===== config.mk =====
export PLATFORM = sky130hd
export DESIGN_NAME = gonso_wb_arbiter_flat
export DESIGN_NICKNAME = d
export VERILOG_FILES = /design/src/rtl/gonso_wb_arbiter_if.sv /design/src/rtl/gonso_wb_arbiter.sv /design/src/flat_wrapper.sv
export SDC_FILE = /design/constraint.sdc
export NUM_CORES = 1
export LEC_CHECK = 0
export ABC_AREA = 0
export CORE_AREA = 4 4 120 122
export DETAILED_ROUTE_END_ITERATION = 10
export DIE_AREA = 0 0 124 126
export PLACE_DENSITY = 0.62
export SLEW_MARGIN = 20
export SYNTH_ARGS = -nofsm -noshare
export SYNTH_HDL_FRONTEND = slang
export SYNTH_SLANG_ARGS = --single-unit

===== constraint.sdc =====
create_clock -name clk -period 1.84 [get_ports clk]
set_input_delay 0.276 -clock clk [delete_from_list [all_inputs] [get_ports clk]]
set_output_delay 0.276 -clock clk [all_outputs]
set_load 0.02 [all_outputs]

===== src/rtl/gonso_wb_arbiter_if.sv =====
// Wishbone point-to-point bundle shared by masters and the gonso slave port.
// The master modport drives the request side; the slave modport returns ack and read data.
`timescale 1ns/1ps
interface gonso_wb_arbiter_if #(
  parameter int AW = 32,
  parameter int DW = 32
);
  logic            cyc;
  logic            stb;
  logic            we;
  logic [DW/8-1:0] sel;
  logic [AW-1:0]   adr;
  logic [DW-1:0]   dat_w;
  logic [DW-1:0]   dat_r;
  logic            ack;

  modport master (output cyc, stb, we, sel, adr, dat_w, input dat_r, ack);
  modport slave  (input cyc, stb, we, sel, adr, dat_w, output dat_r, ack);
endinterface


===== src/rtl/gonso_wb_arbiter.sv =====
// Two-master round-robin Wishbone arbiter for the gonso slave; grant held for the whole cyc.
// Latency: request to grant 1 cycle, one IDLE cycle between grants; ack/data forwarded combinationally.
// Backpressure: non-owner sees no ack and must hold; GONSO_WB_ARB_TIMEOUT_EN adds stall-timeout termination.
`timescale 1ns/1ps
module gonso_wb_arbiter #(
  parameter int AW      = 32,
  parameter int DW      = 32,
  parameter int TIMEOUT = 255
) (
  input  logic                  clk,
  input  logic                  rst_n,
  gonso_wb_arbiter_if.slave     m0,
  gonso_wb_arbiter_if.slave     m1,
  gonso_wb_arbiter_if.master    s,
  output logic [1:0]            grant_o,
  output logic                  timeout_o
);

  if (TIMEOUT < 1 || TIMEOUT > 65535) begin : g_bad_timeout
    $error("gonso_wb_arbiter: TIMEOUT must be within 1..65535");
  end

  // One-hot encoding lets grant_o be the state register itself.
  typedef enum logic [1:0] {
    IDLE = 2'b00,
    GNT0 = 2'b01,
    GNT1 = 2'b10
  } state_t;

  state_t state_q, state_d;
  logic   last_owner_q, last_owner_d;

  logic            req0, req1;
  logic            o_cyc, o_stb, o_we;
  logic [DW/8-1:0] o_sel;
  logic [AW-1:0]   o_adr;
  logic [DW-1:0]   o_dat;
  logic            fwd_ack;
  logic [DW-1:0]   fwd_dat;

`ifdef GONSO_WB_ARB_TIMEOUT_EN
  localparam logic [15:0]   TO_LAST = 16'(TIMEOUT - 1);
  localparam logic [DW-1:0] BEEF    = DW'(32'hDEAD_BEEF);
  logic [15:0] stall_q, stall_d;
  logic        to_hit;
`endif

  assign req0 = m0.cyc & m0.stb;
  assign req1 = m1.cyc & m1.stb;

  always_comb begin
    o_cyc = m0.cyc;
    o_stb = m0.stb;
    o_we  = m0.we;
    o_sel = m0.sel;
    o_adr = m0.adr;
    o_dat = m0.dat_w;
    if (state_q == GNT1) begin
      o_cyc = m1.cyc;
      o_stb = m1.stb;
      o_we  = m1.we;
      o_sel = m1.sel;
      o_adr = m1.adr;
      o_dat = m1.dat_w;
    end
  end

  always_comb begin
    state_d      = state_q;
    last_owner_d = last_owner_q;
    s.cyc        = 1'b0;
    s.stb        = 1'b0;
    s.we         = 1'b0;
    s.sel        = '0;
    s.adr        = '0;
    s.dat_w      = '0;
    fwd_ack      = 1'b0;
    fwd_dat      = '0;
`ifdef GONSO_WB_ARB_TIMEOUT_EN
    stall_d      = stall_q;
    to_hit       = 1'b0;
`endif
    unique case (state_q)
      IDLE: begin
`ifdef GONSO_WB_ARB_TIMEOUT_EN
        stall_d = '0;
`endif
        // On a tie, the master that did not own the bus last time wins.
        if (req0 && (!req1 || last_owner_q)) begin
          state_d      = GNT0;
          last_owner_d = 1'b0;
        end else if (req1) begin
          state_d      = GNT1;
          last_owner_d = 1'b1;
        end
      end
      GNT0, GNT1: begin
        s.cyc   = o_cyc;
        s.stb   = o_stb;
        s.we    = o_we;
        s.sel   = o_sel;
        s.adr   = o_adr;
        s.dat_w = o_dat;
        fwd_ack = s.ack;
        fwd_dat = s.dat_r;
        if (!o_cyc) state_d = IDLE;
`ifdef GONSO_WB_ARB_TIMEOUT_EN
        if (s.ack) begin
          stall_d = '0;
        end else if (o_stb) begin
          if (stall_q == TO_LAST) begin
            to_hit  = 1'b1;
            s.cyc   = 1'b0;
            s.stb   = 1'b0;
            fwd_ack = 1'b1;
            fwd_dat = BEEF;
            state_d = IDLE;
            stall_d = '0;
          end else begin
            stall_d = stall_q + 16'd1;
          end
        end
`endif
      end
      default: state_d = IDLE;
    endcase
  end

  // Only the owner ever sees the slave's ack and data.
  always_comb begin
    m0.ack   = 1'b0;
    m0.dat_r = '0;
    m1.ack   = 1'b0;
    m1.dat_r = '0;
    if (state_q == GNT0) begin
      m0.ack   = fwd_ack;
      m0.dat_r = fwd_dat;
    end
    if (state_q == GNT1) begin
      m1.ack   = fwd_ack;
      m1.dat_r = fwd_dat;
    end
  end

  always_ff @(posedge clk or negedge rst_n) begin
    if (!rst_n) begin
      state_q      <= IDLE;
      last_owner_q <= 1'b1;
    end else begin
      state_q      <= state_d;
      last_owner_q <= last_owner_d;
    end
  end

`ifdef GONSO_WB_ARB_TIMEOUT_EN
  always_ff @(posedge clk or negedge rst_n) begin
    if (!rst_n) stall_q <= '0;
    else        stall_q <= stall_d;
  end
  assign timeout_o = to_hit;
`else
  assign timeout_o = 1'b0;
`endif

  assign grant_o = state_q;

endmodule


===== src/flat_wrapper.sv =====
// flat-port wrapper written by rule: the top's interface ports become plain ports
module gonso_wb_arbiter_flat 
#(
  parameter int AW      = 32,
  parameter int DW      = 32,
  parameter int TIMEOUT = 255
)
  (clk, rst_n, grant_o, timeout_o, m0_cyc, m0_stb, m0_we, m0_sel, m0_adr, m0_dat_w, m0_dat_r, m0_ack, m1_cyc, m1_stb, m1_we, m1_sel, m1_adr, m1_dat_w, m1_dat_r, m1_ack, s_cyc, s_stb, s_we, s_sel, s_adr, s_dat_w, s_dat_r, s_ack);
  gonso_wb_arbiter_if #(.AW(AW), .DW(DW)) m0_i ();
  gonso_wb_arbiter_if #(.AW(AW), .DW(DW)) m1_i ();
  gonso_wb_arbiter_if #(.AW(AW), .DW(DW)) s_i ();
  input  logic clk;
  input  logic rst_n;
  output logic [1:0] grant_o;
  output logic timeout_o;
  input wire logic [$bits(m0_i.cyc)-1:0] m0_cyc;
  input wire logic [$bits(m0_i.stb)-1:0] m0_stb;
  input wire logic [$bits(m0_i.we)-1:0] m0_we;
  input wire logic [$bits(m0_i.sel)-1:0] m0_sel;
  input wire logic [$bits(m0_i.adr)-1:0] m0_adr;
  input wire logic [$bits(m0_i.dat_w)-1:0] m0_dat_w;
  output wire logic [$bits(m0_i.dat_r)-1:0] m0_dat_r;
  output wire logic [$bits(m0_i.ack)-1:0] m0_ack;
  input wire logic [$bits(m1_i.cyc)-1:0] m1_cyc;
  input wire logic [$bits(m1_i.stb)-1:0] m1_stb;
  input wire logic [$bits(m1_i.we)-1:0] m1_we;
  input wire logic [$bits(m1_i.sel)-1:0] m1_sel;
  input wire logic [$bits(m1_i.adr)-1:0] m1_adr;
  input wire logic [$bits(m1_i.dat_w)-1:0] m1_dat_w;
  output wire logic [$bits(m1_i.dat_r)-1:0] m1_dat_r;
  output wire logic [$bits(m1_i.ack)-1:0] m1_ack;
  output wire logic [$bits(s_i.cyc)-1:0] s_cyc;
  output wire logic [$bits(s_i.stb)-1:0] s_stb;
  output wire logic [$bits(s_i.we)-1:0] s_we;
  output wire logic [$bits(s_i.sel)-1:0] s_sel;
  output wire logic [$bits(s_i.adr)-1:0] s_adr;
  output wire logic [$bits(s_i.dat_w)-1:0] s_dat_w;
  input wire logic [$bits(s_i.dat_r)-1:0] s_dat_r;
  input wire logic [$bits(s_i.ack)-1:0] s_ack;
  assign m0_i.cyc = m0_cyc;
  assign m0_i.stb = m0_stb;
  assign m0_i.we = m0_we;
  assign m0_i.sel = m0_sel;
  assign m0_i.adr = m0_adr;
  assign m0_i.dat_w = m0_dat_w;
  assign m0_dat_r = m0_i.dat_r;
  assign m0_ack = m0_i.ack;
  assign m1_i.cyc = m1_cyc;
  assign m1_i.stb = m1_stb;
  assign m1_i.we = m1_we;
  assign m1_i.sel = m1_sel;
  assign m1_i.adr = m1_adr;
  assign m1_i.dat_w = m1_dat_w;
  assign m1_dat_r = m1_i.dat_r;
  assign m1_ack = m1_i.ack;
  assign s_cyc = s_i.cyc;
  assign s_stb = s_i.stb;
  assign s_we = s_i.we;
  assign s_sel = s_i.sel;
  assign s_adr = s_i.adr;
  assign s_dat_w = s_i.dat_w;
  assign s_i.dat_r = s_dat_r;
  assign s_i.ack = s_ack;
  gonso_wb_arbiter #(.AW(AW), .DW(DW), .TIMEOUT(TIMEOUT)) u_core (.clk(clk), .rst_n(rst_n), .m0(m0_i), .m1(m1_i), .s(s_i), .grant_o(grant_o), .timeout_o(timeout_o));
endmodule

## Word-level counts from Yosys, hierarchy flattened

Index checks and enable logic that the tools add are counted.

| word-level totals | value |
|---|---|
| register bits after elaboration | 3 |
| input bits | 177 |
| output and inout bits | 140 |
| word-level logic and storage cells | 40 |

| cells by class | value |
|---|---|
| eq/ne operators | 4 |
| muxes and demuxes | 24 |
| bitwise logic cells | 2 |
| reductions and logical operators | 8 |

Operator list:

| kind | count |
|---|---|
| 2-to-1 mux 32 bit | 7 |
| 2-to-1 mux 1 bit | 11 |
| 2-to-1 mux 4 bit | 2 |
| 2-to-1 mux 2 bit | 3 |
| case mux 2 bit (2 select lines) | 1 |
| AND reduction 2 bit | 2 |
| != test 3 x 1 -> 1 bit (second input constant) | 1 |
| AND 1 bit | 2 |
| equality test 2 x 1 -> 1 bit (second input constant) | 1 |
| equality test 2 bit (second input constant) | 1 |
| logical NOT 2 bit | 1 |
| != test 2 bit (second input constant) | 1 |
| nonzero test 2 bit | 1 |
| OR reduction 2 bit | 1 |
| logical AND 1 bit | 1 |
| logical NOT 1 bit | 1 |
| logical OR 1 bit | 1 |

## Longest topological paths before layout

Gate-level depths: netlist of the first run.

| depth | value |
|---|---|
| depth after elaboration | 6 |
| gate-level depth with buffers | 7 |
| mapped depth without buffers | 5 |

## Worst setup path before layout of the first run

OpenSTA, ideal clock, no wires.

| timing path | value |
|---|---|
| path type | flip-flop to output port |
| start point | register u_core.state_q[0], in the netlist u_core.grant_o[0] |
| end point | output port s_adr[22] |
| arrival | 1.669 ns |
| required time | 1.564 ns |
| path slack | -0.105 ns |
| stages on the path, launching flop included | 6 |
| path buffers | 2 |
| cell sequence | dfrtp_1 inv_1 ha_1 buf_2 clkbuf_1 nor2b_1 |

| between the ends | value |
|---|---|
| cells in the longest elaborated chain, start to end | 3 |
| elaborated cells between the ends (all ways) | 5 |
| those cells by class | 2 x eq/ne; 2 x mux; 1 x reduce/logical |

RTL lines:

| what | line | source |
|---|---|---|
| from (decl) | gonso_wb_arbiter.sv:30 | `state_t state_q, state_d;` |
| from (signal assigned) | gonso_wb_arbiter.sv:150 | `state_q <= state_d;` |
| equality test 2 bit / equality test 2 x 1 -> 1 bit (equally long branches) | gonso_wb_arbiter.sv:58, gonso_wb_arbiter.sv:83 |  |
| 2-to-1 mux 32 bit / OR reduction 2 bit (equally long branches) | gonso_wb_arbiter.sv:58, gonso_wb_arbiter.sv:83 |  |
| 2-to-1 mux 32 bit * | gonso_wb_arbiter.sv:83 | `unique case (state_q)` |
| to (decl) | flat_wrapper.sv:36 | `output wire logic [$bits(s_i.adr)-1:0] s_adr;` |

Every way passes the cells marked *; elsewhere a longest branch is shown, timed or not.

## Worst setup path after layout of the first run

| timing path | value |
|---|---|
| start point | register u_core.state_q[1], in the netlist u_core.grant_o[1] |
| end point | output port s_cyc |

| between the ends | value |
|---|---|
| cells in the longest elaborated chain, start to end | 3 |
| elaborated cells between the ends (all ways) | 5 |
| those cells by class | 2 x eq/ne; 2 x mux; 1 x reduce/logical |

RTL lines:

| what | line | source |
|---|---|---|
| equality test 2 bit / equality test 2 x 1 -> 1 bit (equally long branches) | gonso_wb_arbiter.sv:58, gonso_wb_arbiter.sv:83 |  |
| 2-to-1 mux 1 bit / OR reduction 2 bit (equally long branches) | gonso_wb_arbiter.sv:58, gonso_wb_arbiter.sv:83 |  |
| 2-to-1 mux 1 bit * | gonso_wb_arbiter.sv:83 |  |
| to (decl) | flat_wrapper.sv:32 | `output wire logic [$bits(s_i.cyc)-1:0] s_cyc;` |

Marks and branches as above.

==> metrics.txt, run 1 <==
Hold Crit Class=primary input to asynchronous set/reset pin; top-area cell type share of the netlist area=36.5%; synthesized area=1920 µm²; port bufs=315; antenna cells=0; TritonCTS clock tree=yes; Seq pwr share=1.1%; layout cells sized above 1=48.2%; CP Launch Type=register; Worst Slack Setup Final=-176 ps; Final setup viols=98; Root Driver=clkbuf_16; Req. time, crit path=1560 ps; Syn-to-layout area delta=246%; Num Clock Sinks=3; crit path kind=register to primary output; Power Density=1790 nW/µm²; Die Ht=126 µm; cell family with the largest share of critical-path delay=buffers and inverters; DRC=0; P_sw=4.99 mW; first-pass iteration count of the detailed router=4; vias in the first global route=3448; Nets=779; CP Capture Type=primary output; RSZ-0062 raised after global routing=yes; Max Clk Rate=approximately 500 MHz; clock share of power=2.9%; Comb pwr share=96.0%; first-pass GRT wire length=18100 µm; clock tree buffer depth=2; Overflow after GRT=0; Routed WL per cell=about 17 µm; post-DP HPWL=slightly below 10000 µm; io pins=317; via count=3241; Post-synth ARST share=100%; vias per cell=4.19; Post-DRT Antenna Nets=0; P_leak=2.80 nW; worst-path cell chain=buf_6 -> ha_4 -> buf_8 -> buf_6 -> mux2_4 -> and2_4 -> buf_6; Synth area leader=mux2i_1; final wirelength=13400 µm; syn nets=435; core area=13200 µm²; final hold violation count=0; clock latency on the worst-skew pair=about 220 ps; initial antenna violation count=0; Inserted Clock Buffers=3; status=finished with violations; FF+latch count, synth=3; worst stage delay on the critical path=390 ps; crit path buf inv count=4; Synth Flop Type=dfrtp_1; clk_skew=1.36 ps; dominant cells by area after synthesis=mux2i_1 (37%), nor2b_1 (23%), and2_1 (11%), and3_1 (11%), buf_4 (3.1%); placed cell areas=5520 µm²; starting DRC count in detailed routing=43; Tmin final=a little over 2000 ps; failing checks=setup timing; total track usage=14.8%; Worst VDD drop=just over 0.0009 V; WP data arrival=about 1700 ps; Internal=6.90 mW; synth warn=0; final std cells w/o fill=774; hold buffer count at CTS=0; Post-Syn Instances=255; Tcrit/Tclk final=110%; max cap viols=0; crit path max fanout=5; Die Wd=124 µm; Top cell by count, worst path=buf_6; count of pins over their slew limit=0; final instance area=6640 µm²; placed insts=741; Placer Congestion=approximately 0.8; Post-synth top cells=mux2i_1 (70), nor2b_1 (70), and2_1 (33), and3_1 (33), clkbuf_1 (16); syn avg cell area=7.52 µm²; initial core utilization=14.5%; Post-synth EDFFs=0; Net Sw Frac=42.0%; Row Count=42; Yosys cell types=23; die area=15600 µm²; largest net degree at the start of global routing=34; critical path's slowest cell=dfrtp_1; sequential fraction of the synthesis area=slightly below 4%; CTS H-tree lvls=1; clk slew on worst S/H paths=~30 ps
-- layout make-up --
| type | count | area (µm²) |
|---|---|---|
| Clock buffer | 4 | 78.8 |
| Tap cell | 176 | 220 |
| Fill cell | 1185 | 6550 |
| Sequential cell | 3 | 76.3 |
| Multi-Input combinational cell | 223 | 2420 |
| Inverter | 2 | 7.51 |
| Timing Repair Buffer | 366 | 3840 |
-- cell families after synthesis --
family,share of synthesized area (%)
simple gates,45.8
other cells,0.196
fa+ha+maj,1.96
mux,37.3
flops,3.98
compound gates,2.67
buf+inv,8.09
-- path summary, 6_finish.rpt --
check                                          from             endpoint  slack [ps]  depth (start not counted)
max in group asynchronous                     rst_n  u_core.last_owner_q        1360                          1
worst min register to register  u_core.last_owner_q  u_core.last_owner_q         570                          2
min in group clk                u_core.last_owner_q  u_core.last_owner_q         570                          2
worst min-delay path                          rst_n    u_core.grant_o[0]         250                          1
worst max register to register    u_core.grant_o[1]    u_core.grant_o[0]          40                          8
worst max-delay path              u_core.grant_o[1]                s_cyc        -180                          7
-- layout by cell type, fill, tap and decap left out, types with 3 or more instances in the layout --
master	Yosys	layout
and2_1	33	33
and3_1	33	32
buf_12	0	16
buf_16	0	9
buf_2	1	6
buf_4	8	37
buf_6	2	66
clkbuf_16	0	3
clkbuf_2	0	28
clkdlybuf4s15_2	0	25
clkdlybuf4s50_1	0	178
mux2i_1	70	35
mux2i_2	0	12
mux2i_4	0	23
nor2b_1	70	17
nor2b_2	0	8
nor2b_4	0	45
-- layer usage --
layer	vias to the layer above	share of wire, %	global-route usage (%)
met5	-	0	0
li1	1556	-	-
met2	178	56	30.0
met1	1487	32	13.8
met3	20	10	5.02
met4	0	2.0	3.29
-- power by group through the flow --
stage / Clock (mW) / Sequential (mW) / Combinational, mW
after global placement: 0 / 0.132 / 7.96
after global routing: 0.358 / 0.140 / 12.0
final: 0.340 / 0.135 / 11.4
after floorplan: 0 / 0.156 / 4.28
after detailed placement: 0 / 0.132 / 8.00
after CTS: 0.345 / 0.135 / 10.8
-- sequential cells by signal (all words and copies together) (netlist names) --
signal	cells
u_core.grant_o	2
u_core.last_owner_q	1
-- metrics by stage --
| step | hold WS [ps] | setup slack (ps) | utilization (%) | power (mW) | TNS [ps] |
|---|---|---|---|---|---|
| floorplan | -19.6 | -16.2 | - | 4.43 | -648 |
| global placement | 478 | -308 | 41.9 | 8.09 | -33140 |
| detailed placement | 482 | -325 | 41.9 | 8.14 | -34640 |
| CTS | 255 | -233 | 47.8 | 11.3 | -14540 |
| global route | 262 | -237 | 50.3 | 12.5 | -17890 |
| finish | 250 | -176 | 50.3 | 11.9 | -9540 |
-- timing repair --
action,CTS,global route
pin swaps,3,2
resized for setup,587,193
cloned,12,0
endpoints found under the setup margin,137,139
setup buffers,21,3
Note: power is estimated with default switching activity, not from simulation.
==> run 2, diff against run 1 <==
--- a/config.mk
+++ b/config.mk
@@ -6,10 +6,12 @@
 export NUM_CORES = 1
 export LEC_CHECK = 0
 export ABC_AREA = 0
-export CORE_AREA = 4 4 120 122
+export CELL_PAD_IN_SITES_DETAIL_PLACEMENT = 0
+export CELL_PAD_IN_SITES_GLOBAL_PLACEMENT = 1
+export CORE_MARGIN = 4
+export CORE_UTILIZATION = 13
 export DETAILED_ROUTE_END_ITERATION = 10
-export DIE_AREA = 0 0 124 126
-export PLACE_DENSITY = 0.62
+export PLACE_DENSITY = 0.89
 export SLEW_MARGIN = 20
 export SYNTH_ARGS = -nofsm -noshare
 export SYNTH_HDL_FRONTEND = slang
==> run 2 against run 1 <==
Against the previous run: first-iteration DRC count grew 2.3%; the flow still finishes with violations (setup timing); utilization down 2.9 points; global-route usage down 0.44 points; hold slack got worse by 9.8 ps; final area is 3.5% higher; highest routed layer unchanged; register-to-register slack worse by 180 ps; final cell count is 4.0% higher; non-clock buffer count grew 23; via count is 3.8% higher.
==> metrics.txt, run 2 (synthesis gave the netlist of run 1 again) <==
status=finished with violations; failing checks=setup timing; first-pass iteration count of the detailed router=4; placed cell areas=5490 µm²; crit path kind=register to primary output; clk slew on worst S/H paths=30 ps; Die Ht=129 µm; RSZ-0062 raised after global routing=yes; P_leak=2.91 nW; TritonCTS clock tree=yes; vias per cell=4.18; Setup crit end=s_cyc; Worst VDD drop=approximately 0.00091 V; Inserted Clock Buffers=3; total track usage=14.3%; Die Wd=~130 µm; clock latency on the worst-skew pair=220 ps; via count=3363; Tot Pwr=12.5 mW; count of pins over their slew limit=0; most frequent cells in the layout=clkdlybuf4s50_1 (177), buf_6 (100), buf_4 (64); clk_skew=1.72 ps; Req. time, crit path=1560 ps; first-pass GRT wire length=18700 µm; Max Clk Rate=482 MHz; final instance area=6870 µm²; clock tree buffer depth=2; placed insts=around 750; Routed WL per cell=18.6 µm; Post-DRT Antenna Nets=0; Worst Slack Setup Final=-236 ps; Nets=between 800 and 900; Setup crit start=u_core.grant_o[1]; Power Density=1830 nW/µm²; Num Clock Sinks=3; max reg flops=2; Row Count=44; initial core utilization=about an eighth; Final setup viols=approximately 120; most common cell after layout, fill and taps aside=clkdlybuf4s50_1; Syn-to-layout area delta=258%; final std cells w/o fill=between 800 and 900; FF-to-FF setup slack=-140 ps; max cap viols=0; FF-to-FF Start=u_core.grant_o[1]; Root Driver=clkbuf_16; CP Launch Type=register; Tcrit/Tclk final=113%; layout cells sized above 1=a little over half; post-DP HPWL=9850 µm; worst slack, placed=-364 ps; Tmin final=2080 ps; DRC=0; io pins=317; final hold violation count=0; WP data arrival=between 1500 and 2000 ps; Hold Crit Class=primary input to asynchronous set/reset pin; crit path max fanout=7; die area=16800 µm²; Overflow after GRT=0; final wirelength=14900 µm; CP Capture Type=primary output; worst reg-to-reg path cell count=9; CTS H-tree lvls=1; port bufs=315; hold buffer count at CTS=0; Worst R2R End=u_core.grant_o[1]; largest net degree at the start of global routing=26; antenna cells=0; vias in the first global route=3397; initial antenna violation count=0; core area=between 10000 and 15000 µm²; starting DRC count in detailed routing=44; Placer Congestion=about 0.84
==> run 2: changes by cell type in the layout (fill, tap and decap cells not counted), sizes merged <==
| cell | change |
|---|---|
| buf | +68 |
| clkbuf | -23 |
| clkdlybuf4s15 | -22 |
| bufbuf | +1 |
| clkdlybuf4s50 | -1 |
==> run 2: critical path, stage by stage (launching register included) <==
cell     delay, ps
dfrtp_1        400
buf_6          130
ha_4           210
buf_12         150
buf_6          110
mux2_4         300
and2_4         150
buf_6          130
==> run 2: worst min-delay path by stage <==
stage                        endpoint  slack (ps)
finish              u_core.grant_o[0]         240
global route        u_core.grant_o[0]         250
CTS                 u_core.grant_o[0]         240
detailed placement  u_core.grant_o[0]         480
global placement    u_core.grant_o[1]         470
floorplan           u_core.grant_o[0]         -20
==> run 2: power by group <==
part           switching, mW  internal, mW
Combinational           5.16          6.89
Sequential            0.0323         0.107
Clock                 0.0594         0.286
Total                   5.26          7.29
==> run 2: routing by layer <==
metal,share of wire [%],wire length [µm],vias to the layer above,track usage [%]
met3,8.4,1260,18,3.71
li1,-,-,1609,-
met1,34,5070,1554,14.7
met5,0,0,-,0
met2,56,8370,182,28.5
met4,1.7,247,0,3.73
==> run 2: area by class of cell <==
type,count,area [µm²]
clock buffers,4,78.8
fillers,1313,7610
inverters,2,7.51
multi-input cells,223,2290
flip-flops and latches,3,76.3
well taps,184,230
repair buffers,389,4190
==> run 2: through the flow <==
| stage | utilization, % | TNS [ps] | hold WS (ps) |
|---|---|---|---|
| floorplan | - | -648 | -19.6 |
| global placement | 37.9 | -31950 | 467 |
| CTS | 41.7 | -15090 | 243 |
| global route | 47.4 | -21280 | 255 |
| finish | 47.4 | -13720 | 241 |
| detailed placement | 37.9 | -36400 | 477 |
==> run 2: timing repair <==
action                     4_1_cts  5_1_grt
gates cloned                    12        6
setup endpoints to repair      137      139
pin swaps                        4        6
buffers inserted                27       15
gates resized for setup        679      216
==> run 3, diff against run 2 <==
--- a/config.mk
+++ b/config.mk
@@ -8,9 +8,11 @@
 export ABC_AREA = 0
 export CELL_PAD_IN_SITES_DETAIL_PLACEMENT = 0
 export CELL_PAD_IN_SITES_GLOBAL_PLACEMENT = 1
+export CORE_ASPECT_RATIO = 0.5
 export CORE_MARGIN = 4
 export CORE_UTILIZATION = 13
 export DETAILED_ROUTE_END_ITERATION = 10
+export GPL_TIMING_DRIVEN = 0
 export PLACE_DENSITY = 0.89
 export SLEW_MARGIN = 20
 export SYNTH_ARGS = -nofsm -noshare
==> run 3 against run 2 <==
Against the previous run: the run still ends with setup timing left; non-clock buffer count is 21 lower; clock power hardly changed; die area is 0.70% higher; sequential cell count stayed put; fmax is 4.0% higher; critical path type unchanged; via count is 6.5% lower; sequential power is 6% higher; clock skew is 0.59 ps lower; largest power group unchanged.
==> metrics.txt, run 3 (synthesis gave the netlist of run 1 again) <==
most common cell after layout, fill and taps aside=clkdlybuf4s50_1; crit path kind=register to primary output; FF-to-FF Start=u_core.grant_o[0]; vias per cell=3.94; worst reg-to-reg path cell count=7; Die Wd=180 µm; max reg flops=2; CP Launch Type=register; P_sw=4.66 mW; DRC=0; status=finished with violations; hold buffer count at CTS=0; final core utilization=43.8%; Worst Slack Setup Final=-157 ps; met1 GRT Util=a little under a fifth; final setup TNS=-7220 ps; TritonCTS clock tree=yes; max cap viols=0; crit path max fanout=10; Post-DRT Antenna Nets=0; placed cell areas=5420 µm²; final instance area=6330 µm²; Die Ht=93.9 µm; via count=3145; port bufs=315; Root Driver=clkbuf_16; Overflow after GRT=0; Tmin final=2000 ps; clock share of power=3.3%; clk_skew=1.12 ps; initial core utilization=about an eighth; Row Count=31; post-DP HPWL=11700 µm; first-pass GRT wire length=~20000 µm; Syn-to-layout area delta=230%; Setup crit start=u_core.grant_o[0]; FF-to-FF setup slack=between 100 and 150 ps; failing checks=setup timing; Net Sw Frac=44.2%; CP Capture Type=primary output; routing usage on met3=between 2 and 2.5%; Internal=5.88 mW; die area=16900 µm²; RSZ-0062 raised after global routing=yes; total track usage=15.2%; met2 Use GR=27.9%; io pins=roughly 320; Seq pwr share=1.4%; initial antenna violation count=0; Power Density=1670 nW/µm²; P_leak=roughly 2.7 nW; Inserted Clock Buffers=3; layout cells sized above 1=between 50% and 60%; Routed WL per cell=around 18 µm; Worst VDD drop=0.000477 V; Max Clk Rate=501 MHz; Worst R2R End=u_core.grant_o[0]; Nets=781; starting DRC count in detailed routing=162; busiest metal layer after global routing=met2; Num Clock Sinks=3; Final setup viols=106; final wirelength=14400 µm; vias in the first global route=between 3000 and 4000; Hold Worst Slack=235 ps; Req. time, crit path=between 1500 and 2000 ps; count of pins over their slew limit=0; most frequent cells in the layout=clkdlybuf4s50_1 (178), buf_6 (80), buf_4 (54); Placer Congestion=0.846; final hold violation count=0; Tot Pwr=10.5 mW; clock tree buffer depth=2; first-pass iteration count of the detailed router=4; WP data arrival=1720 ps; clk slew on worst S/H paths=30 ps; antenna cells=0; Comb pwr share=95.3%; clock latency on the worst-skew pair=220 ps; largest net degree at the start of global routing=11; Hold Crit Class=primary input to asynchronous set/reset pin; CTS H-tree lvls=1; core area=14500 µm²; Tcrit/Tclk final=109%
[run 3: cell count changes in the layout (fill, tap and decap cells not counted), moves of 9 or more]
| cell | previous run | this run |
|---|---|---|
| and2_1 | 32 | 11 |
| buf_4 | 64 | 54 |
| clkbuf_8 | 0 | 9 |
| and3_1 | 7 | 30 |
| and2_4 | 2 | 23 |
| nor2b_4 | 15 | 4 |
| buf_16 | 9 | 0 |
| buf_6 | 100 | 80 |
| and3_4 | 26 | 3 |
[run 3: worst max-delay path by stage]
stage	to	slack [ps]	cells after the start
CTS	s_dat_w[21]	-250	8
detailed placement	s_dat_w[14]	-960	6
global placement	s_dat_w[20]	-960	6
floorplan	s_adr[22]	-20	5
finish	s_adr[17]	-160	6
global route	s_adr[17]	-210	6
[run 3: what timing repair did]
| action | CTS | global route |
|---|---|---|
| endpoints found under the setup margin | 137 | 137 |
| buffers inserted | 15 | 9 |
| pin swaps | 3 | 0 |
| cloned | 7 | 1 |
| gates resized for setup | 764 | 146 |
[run 3: per-layer routing]
| layer | vias to the layer above | share of wire [%] |
|---|---|---|
| li1 | 1566 | - |
| met1 | 1511 | 41 |
| met5 | - | 0 |
| met3 | 14 | 2.5 |
| met4 | 0 | 1.4 |
| met2 | 54 | 55 |
[run 3: metrics by stage]
stage,setup WS [ps],cells
CTS,-245,794
global route,-210,798
global placement,-963,768
floorplan,-16.2,255
detailed placement,-961,768
finish,-157,798
[run 3: layout make-up]
cell class,instances,area [µm²]
Buffer,25,373
Clock buffer,4,78.8
Fill cell,1419,8140
Inverter,2,10.0
Multi-Input combinational cell,223,2190
Sequential cell,3,78.8
Tap cell,198,248
Timing Repair Buffer,343,3350
[run 3: power groups by stage]
stage	clock (mW)	sequential, mW	combinational (mW)
global placement	0	0.144	7.74
floorplan	0	0.156	4.28
detailed placement	0	0.145	7.77
CTS	0.349	0.147	9.39
global route	0.360	0.154	10.5
finish	0.345	0.149	10.1
[run 3: critical path, cell delays in order (launching register included)]
cell             delay (ps)
dfrtp_2                 410
inv_4                    80
ha_4                    220
buf_8                   190
mux2i_4                 260
nor2b_4                  70
clkdlybuf4s15_2         250
